[config.mk]
export PLATFORM = sky130hd
export DESIGN_NAME = bp_redirect_ctrl
export DESIGN_NICKNAME = d
export VERILOG_FILES = /design/src/rtl/bp_pkg.sv /design/src/rtl/bp_sat_ctr.sv /design/src/rtl/bp_redirect_ctrl.sv
export SDC_FILE = /design/constraint.sdc
export NUM_CORES = 1
export LEC_CHECK = 0
export CORE_MARGIN = 3
export CORE_UTILIZATION = 40
export CTS_BUF_LIST = sky130_fd_sc_hd__clkbuf_8 sky130_fd_sc_hd__clkbuf_16
export CTS_CLUSTER_DIAMETER = 30
export DETAILED_ROUTE_END_ITERATION = 10
export PLACE_DENSITY = 0.88
export SLEW_MARGIN = 20
export SYNTH_ARGS = -nofsm -noshare
export SYNTH_HDL_FRONTEND = slang
export SYNTH_SLANG_ARGS = --single-unit
[constraint.sdc]
create_clock -name clk -period 4.7 [get_ports clk]
set_input_delay 0.47 -clock clk [delete_from_list [all_inputs] [get_ports clk]]
set_output_delay 0.47 -clock clk [all_outputs]
set_load 0.05 [all_outputs]
[src/rtl/bp_pkg.sv]
// Shared encodings for the branch-predictor redirect controller.
package bp_pkg;

  localparam logic [1:0] SNT = 2'b00;
  localparam logic [1:0] WNT = 2'b01;
  localparam logic [1:0] WT  = 2'b10;
  localparam logic [1:0] ST  = 2'b11;

  typedef enum logic {
    ST_INIT = 1'b0,
    ST_RUN  = 1'b1
  } bp_state_e;

  localparam int unsigned IDX_W_DEFAULT = 8;

endpackage

[src/rtl/bp_sat_ctr.sv]
// 2-bit saturating counter next-state: step up on taken, down on not-taken.
module bp_sat_ctr
  import bp_pkg::*;
(
  input  logic [1:0] ctr_i,
  input  logic       taken_i,
  output logic [1:0] ctr_o
);

  always_comb begin
    ctr_o = ctr_i;
    unique case (ctr_i)
      SNT: ctr_o = taken_i ? WNT : SNT;
      WNT: ctr_o = taken_i ? WT  : SNT;
      WT:  ctr_o = taken_i ? ST  : WNT;
      ST:  ctr_o = taken_i ? ST  : WT;
    endcase
  end

endmodule

[src/rtl/bp_redirect_ctrl.sv]
// Next-PC selection, mispredict flush and predictor-table write port, with a
// table-clearing init sweep after reset or ClearReq.
module bp_redirect_ctrl
  import bp_pkg::*;
#(
  parameter int unsigned IDX_W = IDX_W_DEFAULT,
  parameter int unsigned CNT_W = 16
) (
  input  logic             clk,
  input  logic             rst_n,
  input  logic             ClearReq,
  input  logic [31:0]      PCF,
  input  logic             PredTakenF,
  input  logic [31:0]      PredTargetF,
  input  logic             BranchE,
  input  logic             JumpE,
  input  logic             PCSrcE,
  input  logic             PredTakenE,
  input  logic [31:0]      PredTargetE,
  input  logic [1:0]       CtrE,
  input  logic [31:0]      PCE,
  input  logic [31:0]      PCTargetE,
  output logic [31:0]      PCNextF,
  output logic             FlushD,
  output logic             FlushE,
  output logic             StallReqF,
  output logic             UpdEn,
  output logic [IDX_W-1:0] UpdIdx,
  output logic [1:0]       UpdCtr,
  output logic [31:0]      UpdTarget,
  output logic [CNT_W-1:0] MispredCnt
);

  bp_state_e        state_q, state_d;
  logic [IDX_W-1:0] sweep_q, sweep_d;
  logic             pend_vld_q, pend_vld_d;
  logic [IDX_W-1:0] pend_idx_q, pend_idx_d;
  logic [1:0]       pend_ctr_q, pend_ctr_d;
  logic [31:0]      pend_tgt_q, pend_tgt_d;
  logic [CNT_W-1:0] cnt_q, cnt_d;
  logic             run;
  logic             mis;
  logic [1:0]       ctr_next;

  bp_sat_ctr u_sat_ctr (
    .ctr_i   (CtrE),
    .taken_i (PCSrcE),
    .ctr_o   (ctr_next)
  );

  assign run = (state_q == ST_RUN);
  assign mis = run & ((BranchE & (PCSrcE != PredTakenE)) |
                      ((BranchE | JumpE) & PCSrcE & PredTakenE & (PCTargetE != PredTargetE)) |
                      (JumpE & ~PredTakenE));

  always_ff @(posedge clk or negedge rst_n) begin
    if (!rst_n) begin
      state_q    <= ST_INIT;
      sweep_q    <= '0;
      pend_vld_q <= 1'b0;
      pend_idx_q <= '0;
      pend_ctr_q <= SNT;
      pend_tgt_q <= '0;
      cnt_q      <= '0;
    end else begin
      state_q    <= state_d;
      sweep_q    <= sweep_d;
      pend_vld_q <= pend_vld_d;
      pend_idx_q <= pend_idx_d;
      pend_ctr_q <= pend_ctr_d;
      pend_tgt_q <= pend_tgt_d;
      cnt_q      <= cnt_d;
    end
  end

  always_comb begin
    state_d    = state_q;
    sweep_d    = sweep_q;
    pend_vld_d = 1'b0;
    pend_idx_d = pend_idx_q;
    pend_ctr_d = pend_ctr_q;
    pend_tgt_d = pend_tgt_q;
    cnt_d      = cnt_q;
    unique case (state_q)
      ST_INIT: begin
        sweep_d = sweep_q + IDX_W'(1);
        if (sweep_q == '1) state_d = ST_RUN;
      end
      ST_RUN: begin
        if (ClearReq) begin
          state_d = ST_INIT;
          sweep_d = '0;
          cnt_d   = '0;
        end else begin
          if (mis && (cnt_q != '1)) cnt_d = cnt_q + CNT_W'(1);
          if (BranchE) begin
            pend_vld_d = 1'b1;
            pend_idx_d = PCE[IDX_W+1:2];
            pend_ctr_d = ctr_next;
            pend_tgt_d = PCSrcE ? PCTargetE : PredTargetE;
          end
        end
      end
    endcase
  end

  always_comb begin
    FlushD     = mis;
    FlushE     = mis;
    StallReqF  = ~run;
    MispredCnt = cnt_q;
    if (!run)              PCNextF = PCF;
    else if (mis)          PCNextF = PCSrcE ? PCTargetE : (PCE + 32'd4);
    else if (PredTakenF)   PCNextF = PredTargetF;
    else                   PCNextF = PCF + 32'd4;
    if (!run) begin
      UpdEn     = 1'b1;
      UpdIdx    = sweep_q;
      UpdCtr    = WNT;
      UpdTarget = '0;
    end else begin
      // A clear arriving alongside a queued write cancels that write.
      UpdEn     = pend_vld_q & ~ClearReq;
      UpdIdx    = pend_idx_q;
      UpdCtr    = pend_ctr_q;
      UpdTarget = pend_tgt_q;
    end
  end

endmodule

Yosys cells after proc, flatten, opt, wreduce, memory -nomap -nowiden
Cells that the tools add are included.

Flip-flop bits (word level): 68. Word-level logic and storage cells: 61.

Add/subtract/negate cells: 4. Eq/ne operators: 8. Multiplexer cells: 24. Bitwise gates (word level): 13. Reduce and logical (&&, ||, !) cells: 5.

Operators with widths (count): two-way mux 32 bit (6); adder 32 x 3 -> 32 bit, second input constant (2); two-way mux 16 bit (2); inequality test 32 bit (1); adder 16 x 1 -> 16 bit, second input constant (1); two-way mux 8 bit (2); inequality test 16 bit, second input constant (1); one-hot mux 8 bit (2 select lines) (1); adder 8 x 1 -> 8 bit, second input constant (1); equality test 8 bit, second input constant (1); two-way mux 1 bit (8); one-hot mux 2 bit (4 select lines) (1); AND 1 bit (7); two-way mux 2 bit (3); equality test 2 bit, second input constant (2); NOT 1 bit (3); bitwise OR 1 bit (3); AND reduction 3 bit (1); equality test 2 x 1 -> 1 bit, second input constant (1); zero test 2 bit (1); inequality test 2 bit, second input constant (1); one-hot mux 1 bit (2 select lines) (1); AND reduction 2 bit (1); nonzero test 2 bit (1); other kinds (2) (2).

Longest topological paths before layout
Depth in word-level cells: 10. Mapped depth: 9. Mapped depth without buffers: 8.

Modules after synthesis
From an unflattened synthesis, not the netlist that was laid out.

Cells, all modules: 831. Area total of the unflattened synthesis: 6392.4 um^2.

Modules (own cells, without submodules): bp_redirect_ctrl (times used 1, cells an instance 828, area an instance 6366.1 um^2, sequential area each 1701.6 um^2); bp_sat_ctr (times used 1, cells an instance 3, area an instance 26.3 um^2, sequential area each 0.0 um^2).

Least setup slack after synthesis
Ideal clock, no wire load.

Path kind: in2out. Start point: input PredTargetE[4]. End point: output PCNextF[17]. Data arrival time: 2.679 ns. Slack: 1.551 ns. Cell stages on the path: 8. Path buffers: 1. Path through: xor2_1 > nor4_1 > nand4_1 > nor2_4 > o21ai_2 > buf_2 > a211o_1 > a31oi_1.

Cells in the longest elaborated chain, start to end: 7.

Ends and longest elaborated chain: start: declaration (line bp_redirect_ctrl.sv:19) `input logic [31:0] PredTargetE,`; inequality test 32 bit (line bp_redirect_ctrl.sv:53) `((BranchE | JumpE) & PCSrcE & PredTakenE & (PCTargetE != PredTargetE)) |`; AND 1 bit (line bp_redirect_ctrl.sv:53); bitwise OR 1 bit (line bp_redirect_ctrl.sv:52) `assign mis = run & ((BranchE & (PCSrcE != PredTakenE)) |`; bitwise OR 1 bit (line bp_redirect_ctrl.sv:53); AND 1 bit (line bp_redirect_ctrl.sv:52); two-way mux 32 bit (line bp_redirect_ctrl.sv:113) `else if (mis) PCNextF = PCSrcE ? PCTargetE : (PCE + 32'd4);`; two-way mux 32 bit (line bp_redirect_ctrl.sv:112) `if (!run) PCNextF = PCF;`; end: declaration (line bp_redirect_ctrl.sv:23) `output logic [31:0] PCNextF,`.

No other way between the ends.

Worst setup path after layout
Start point: input PCE[8]. End point: output PCNextF[25].

Cells in the longest elaborated chain, start to end: 4.

Ends and longest elaborated chain: start: declaration (line bp_redirect_ctrl.sv:21) `input logic [31:0] PCE,`; adder 32 x 3 -> 32 bit (line bp_redirect_ctrl.sv:113); two-way mux 32 bit (2 in series) (line bp_redirect_ctrl.sv:113); two-way mux 32 bit (line bp_redirect_ctrl.sv:112).

No other way between the ends.

==> key figures <==
Critical path
  – Arr. time, crit path: approximately 3.7 ns
  – Setup crit end kind: output pin
  – Worst-path cell chain: clkdlybuf4s50_1 -> nand3_1 -> nor3_2 -> nand4_1 -> nor3_1 -> xor2_1 -> mux2i_1 -> o21bai_1 -> clkdlybuf4s50_1
  – Reg-to-reg endpoint: MispredCnt[9]
  – Worst EP required: about 4.2 ns
  – Critical path depth in cells: 9
  – Max stage delay cell, worst path: clkdlybuf4s50_1
  – Critical Path Most Common Cell: clkdlybuf4s50_1
  – Delay-heaviest family, CP: buffers and inverters
  – Largest stage delay, worst path: between 0.8 and 0.9 ns
  – Setup crit start kind: input port
  – Setup Crit Path Kind: in2out
  – R2R Setup Slk: between 2 and 2.5 ns
  – R2r worst-path depth: 8
  – Worst setup path start: PCE[8]
  – Worst setup path end: PCNextF[25]
  – Max FO, Critical Path: 6
  – CP bufs+invs: 2
  – Reg2Reg Launch Point: MispredCnt[0]

STA
  – Skew final: 0.00725 ns
  – Relative slew margins: 0.501
  – Final setup fails: 0
  – Worst Tran Pin Value: between 0.7 and 0.8 ns
  – Fin Setup TNS: 0 ns
  – Min cycle time layout: between 4 and 5 ns
  – Tcrit/Tclk final: 0.886
  – RSZ-0062 raised after global routing: false
  – Final Hold Viols: 0
  – Worst hold slack: ~0.15 ns
  – Max Slew Vio Count: 0
  – Max Clock Freq: 0.240 GHz

Logic synthesis
  – Combinational family with the most area after synthesis: simple AND/OR/NAND/NOR gates
  – Synth Area in Simple Gates: 0.295
  – Seq/Total Area, Yosys: 0.267
  – Post-synthesis adder-cell area fraction: 0.00941
  – Multiplexer area fraction after synthesis: 0.0772
  – Post-Syn Area per Cell: 7.65 um^2
  – Netlist Area Pre-Place: approximately 6400 um^2
  – Synth Area in Compound Gates: 0.205
  – Number of synthesized flops with an enable pin: 0
  – Top FF cell, synth: dfrtp_1
  – FFs w/ async S/R, synth: 1.00
  – Mapped Nets: 1,009
  – Yosys reg bits: 68
  – Synth cell types: 70
  – Syn Inst Count: about 840
  – Synth warn: 0
  – Xor/xnor share of the synthesized area: 0.102

Cells and area
  – Syn-to-layout area delta: 49.4%
  – Layout cells sized above 1: 0.0660
  – N_diodes: 0
  – Final #Nets: 1,245
  – Final Core Density: 0.618
  – Commonest non-fill, non-tap cell in the layout: clkdlybuf4s50_1
  – Final Cell Area: 9540 um^2
  – Most frequent cells in the layout: clkdlybuf4s50_1 (251), nand2_1 (127), dfrtp_1 (67)
  – FILL cells: roughly 1,400

Floorplan
  – Initial Utilization: 0.414
  – Std-Cell Rows: 45
  – Total core area: roughly 15,000 um^2
  – Die area: between 15,000 and 20,000 um^2
  – Num ports: between 200 and 300
  – Chip Width: around 130 um
  – Die Ht: between 100 and 150 um

Placement
  – Post-DP HPWL: 20,700 um
  – Dpl cell area: ~9300 um^2
  – Routability cong.: between 0.9 and 1
  – # port buffers: 263

Clocking
  – Setup bufs post-CTS: 0
  – Root Driver: clkbuf_16
  – Worst-path clk slew: approximately 0.06 ns
  – Clock Sink Count: 68
  – Post_cts resized: 0
  – CTS H-tree lvls: 3
  – CTS tree: yes
  – CTS Buffer Depth: 2
  – CTS Hold Bufs: 0
  – Clk Latency, worst-skew pair: 0.34 ns
  – CTS buffer count: 9

Power
  – Pleak: just under 4 nW
  – Worst VDD drop: 0.222 mV
  – Pwr per Cell Area: about 250 nW/um^2

Drt
  – Routed WL per cell: 20.4 um
  – DRT iter0 DRCs: just over 800
  – DR vias: between 7,000 and 8,000
  – Number of remaining DRC errors: 0
  – Iteration count of the initial detailed-routing pass: 5
  – Post-route ant nets: 0
  – Via/cell ratio: about 5.8
  – Drt total wl: around 26,000 um

Global route
  – Largest net degree at the start of global routing: 93
  – Vias in the first global route: roughly 7,100
  – Initial antenna violation count: 0
  – Gr usage total: 0.289
  – Remaining Overflow, GRT: 0
  – First-pass GRT wire length: 39,900 um

Flow run
  – Max Cap Viol: 0

Status
  – Status: complete, no violations

Worst hold path
  – Worst hold path class: in2async
==> worst min-delay path by stage <==
stage	start	end	slack, ns	cells after the start
floorplan	rst_n	MispredCnt[0]	0.17	0
global placement	pend_ctr_q[1]	pend_ctr_q[1]	0.45	2
detailed placement	pend_ctr_q[1]	pend_ctr_q[1]	0.46	2
CTS	rst_n	pend_tgt_q[14]	0.37	1
global route	rst_n	pend_tgt_q[28]	0.19	1
finish	rst_n	pend_tgt_q[28]	0.15	1
==> layout make-up <==
class,count,area [um^2],area share
timing repair buffer,279,2820,0.296
clock buffer,10,239,0.0251
clock inverter,6,40.0,0.00420
sequential,68,1700,0.179
multi-input combinational,693,4400,0.461
inverter,20,75.1,0.00787
tap,211,264,0.0277
==> flip-flops by register name (all words and copies together), names as in the netlist <==
register and flops:
run 1, pend_tgt_q 32, MispredCnt 16, pend_ctr_q 2, pend_idx_q 8, pend_vld_q 1
sweep_q 8
==> Yosys cell counts, drive strengths merged (4+ instances only) <==
cell type	number	area share
a221o	11	0.017
mux2i	38	0.060
a31oi	23	0.023
o41ai	4	0.0067
nor2	65	0.039
nor3	12	0.012
o211ai	11	0.013
ha	4	0.0078
dfrtp	68	0.27
nand3	32	0.026
clkbuf	37	0.022
a21oi	26	0.021
a211o	7	0.0096
o2bb2ai	7	0.011
nor4	16	0.016
o221ai	5	0.0069
xor2	55	0.075
o22ai	4	0.0049
and3	23	0.023
a211oi	5	0.0059
o21ai	54	0.043
and2	35	0.034
o31ai	5	0.0059
mux2	10	0.018
nand2	128	0.076
nand4	22	0.023
buf	17	0.013
nor2b	4	0.0039
inv	20	0.012
xnor2	19	0.026
nand2b	23	0.023
and4	5	0.0069
a21o	6	0.0071
==> per-stage QoR <==
step | std cells | total power, mW | setup slack [ns]
after floorplan | 835 | 1.30 | 1.55
after global routing | 1287 | 2.49 | 0.261
after CTS | 1287 | 2.38 | 0.560
after global placement | 1271 | 1.72 | 0.474
after detailed placement | 1271 | 1.74 | 0.561
final | 1287 | 2.38 | 0.537
==> worst reg2reg max path, delay by kind of cell, from the launching register on <==
kind / cells / cell delay (ns)
AOI/OAI and AO/OA: 3 / 0.80
and+or+nand+nor: 4 / 1.03
adders and majority gates: 1 / 0.26
DFF: 1 / 0.46
==> metal layers <==
layer	wire (um)	up-vias	part of all wire	global-route usage
met5	0	-	0	0
met4	1110	0	0.042	0.128
met3	2080	63	0.079	0.0542
met2	12900	389	0.49	0.492
met1	10200	3504	0.39	0.356
li1	-	3493	-	-
==> power by group <==
group          internal [mW]  switching (mW)
Clock                  0.370           0.273
Sequential             0.674          0.0761
Combinational          0.423           0.568
==> cell families (layout without fill, tap and decap cells) <==
kind of cell | after synthesis | count (layout)
AOI/OAI and AO/OA | 190 | 190
xor gates and xnor gates | 74 | 74
adders and majority gates | 5 | 5
buffers and inverters | 74 | 315
DFF | 68 | 68
muxes | 48 | 48
and+or+nand+nor | 376 | 376
(Power assumes the default switching activity.)
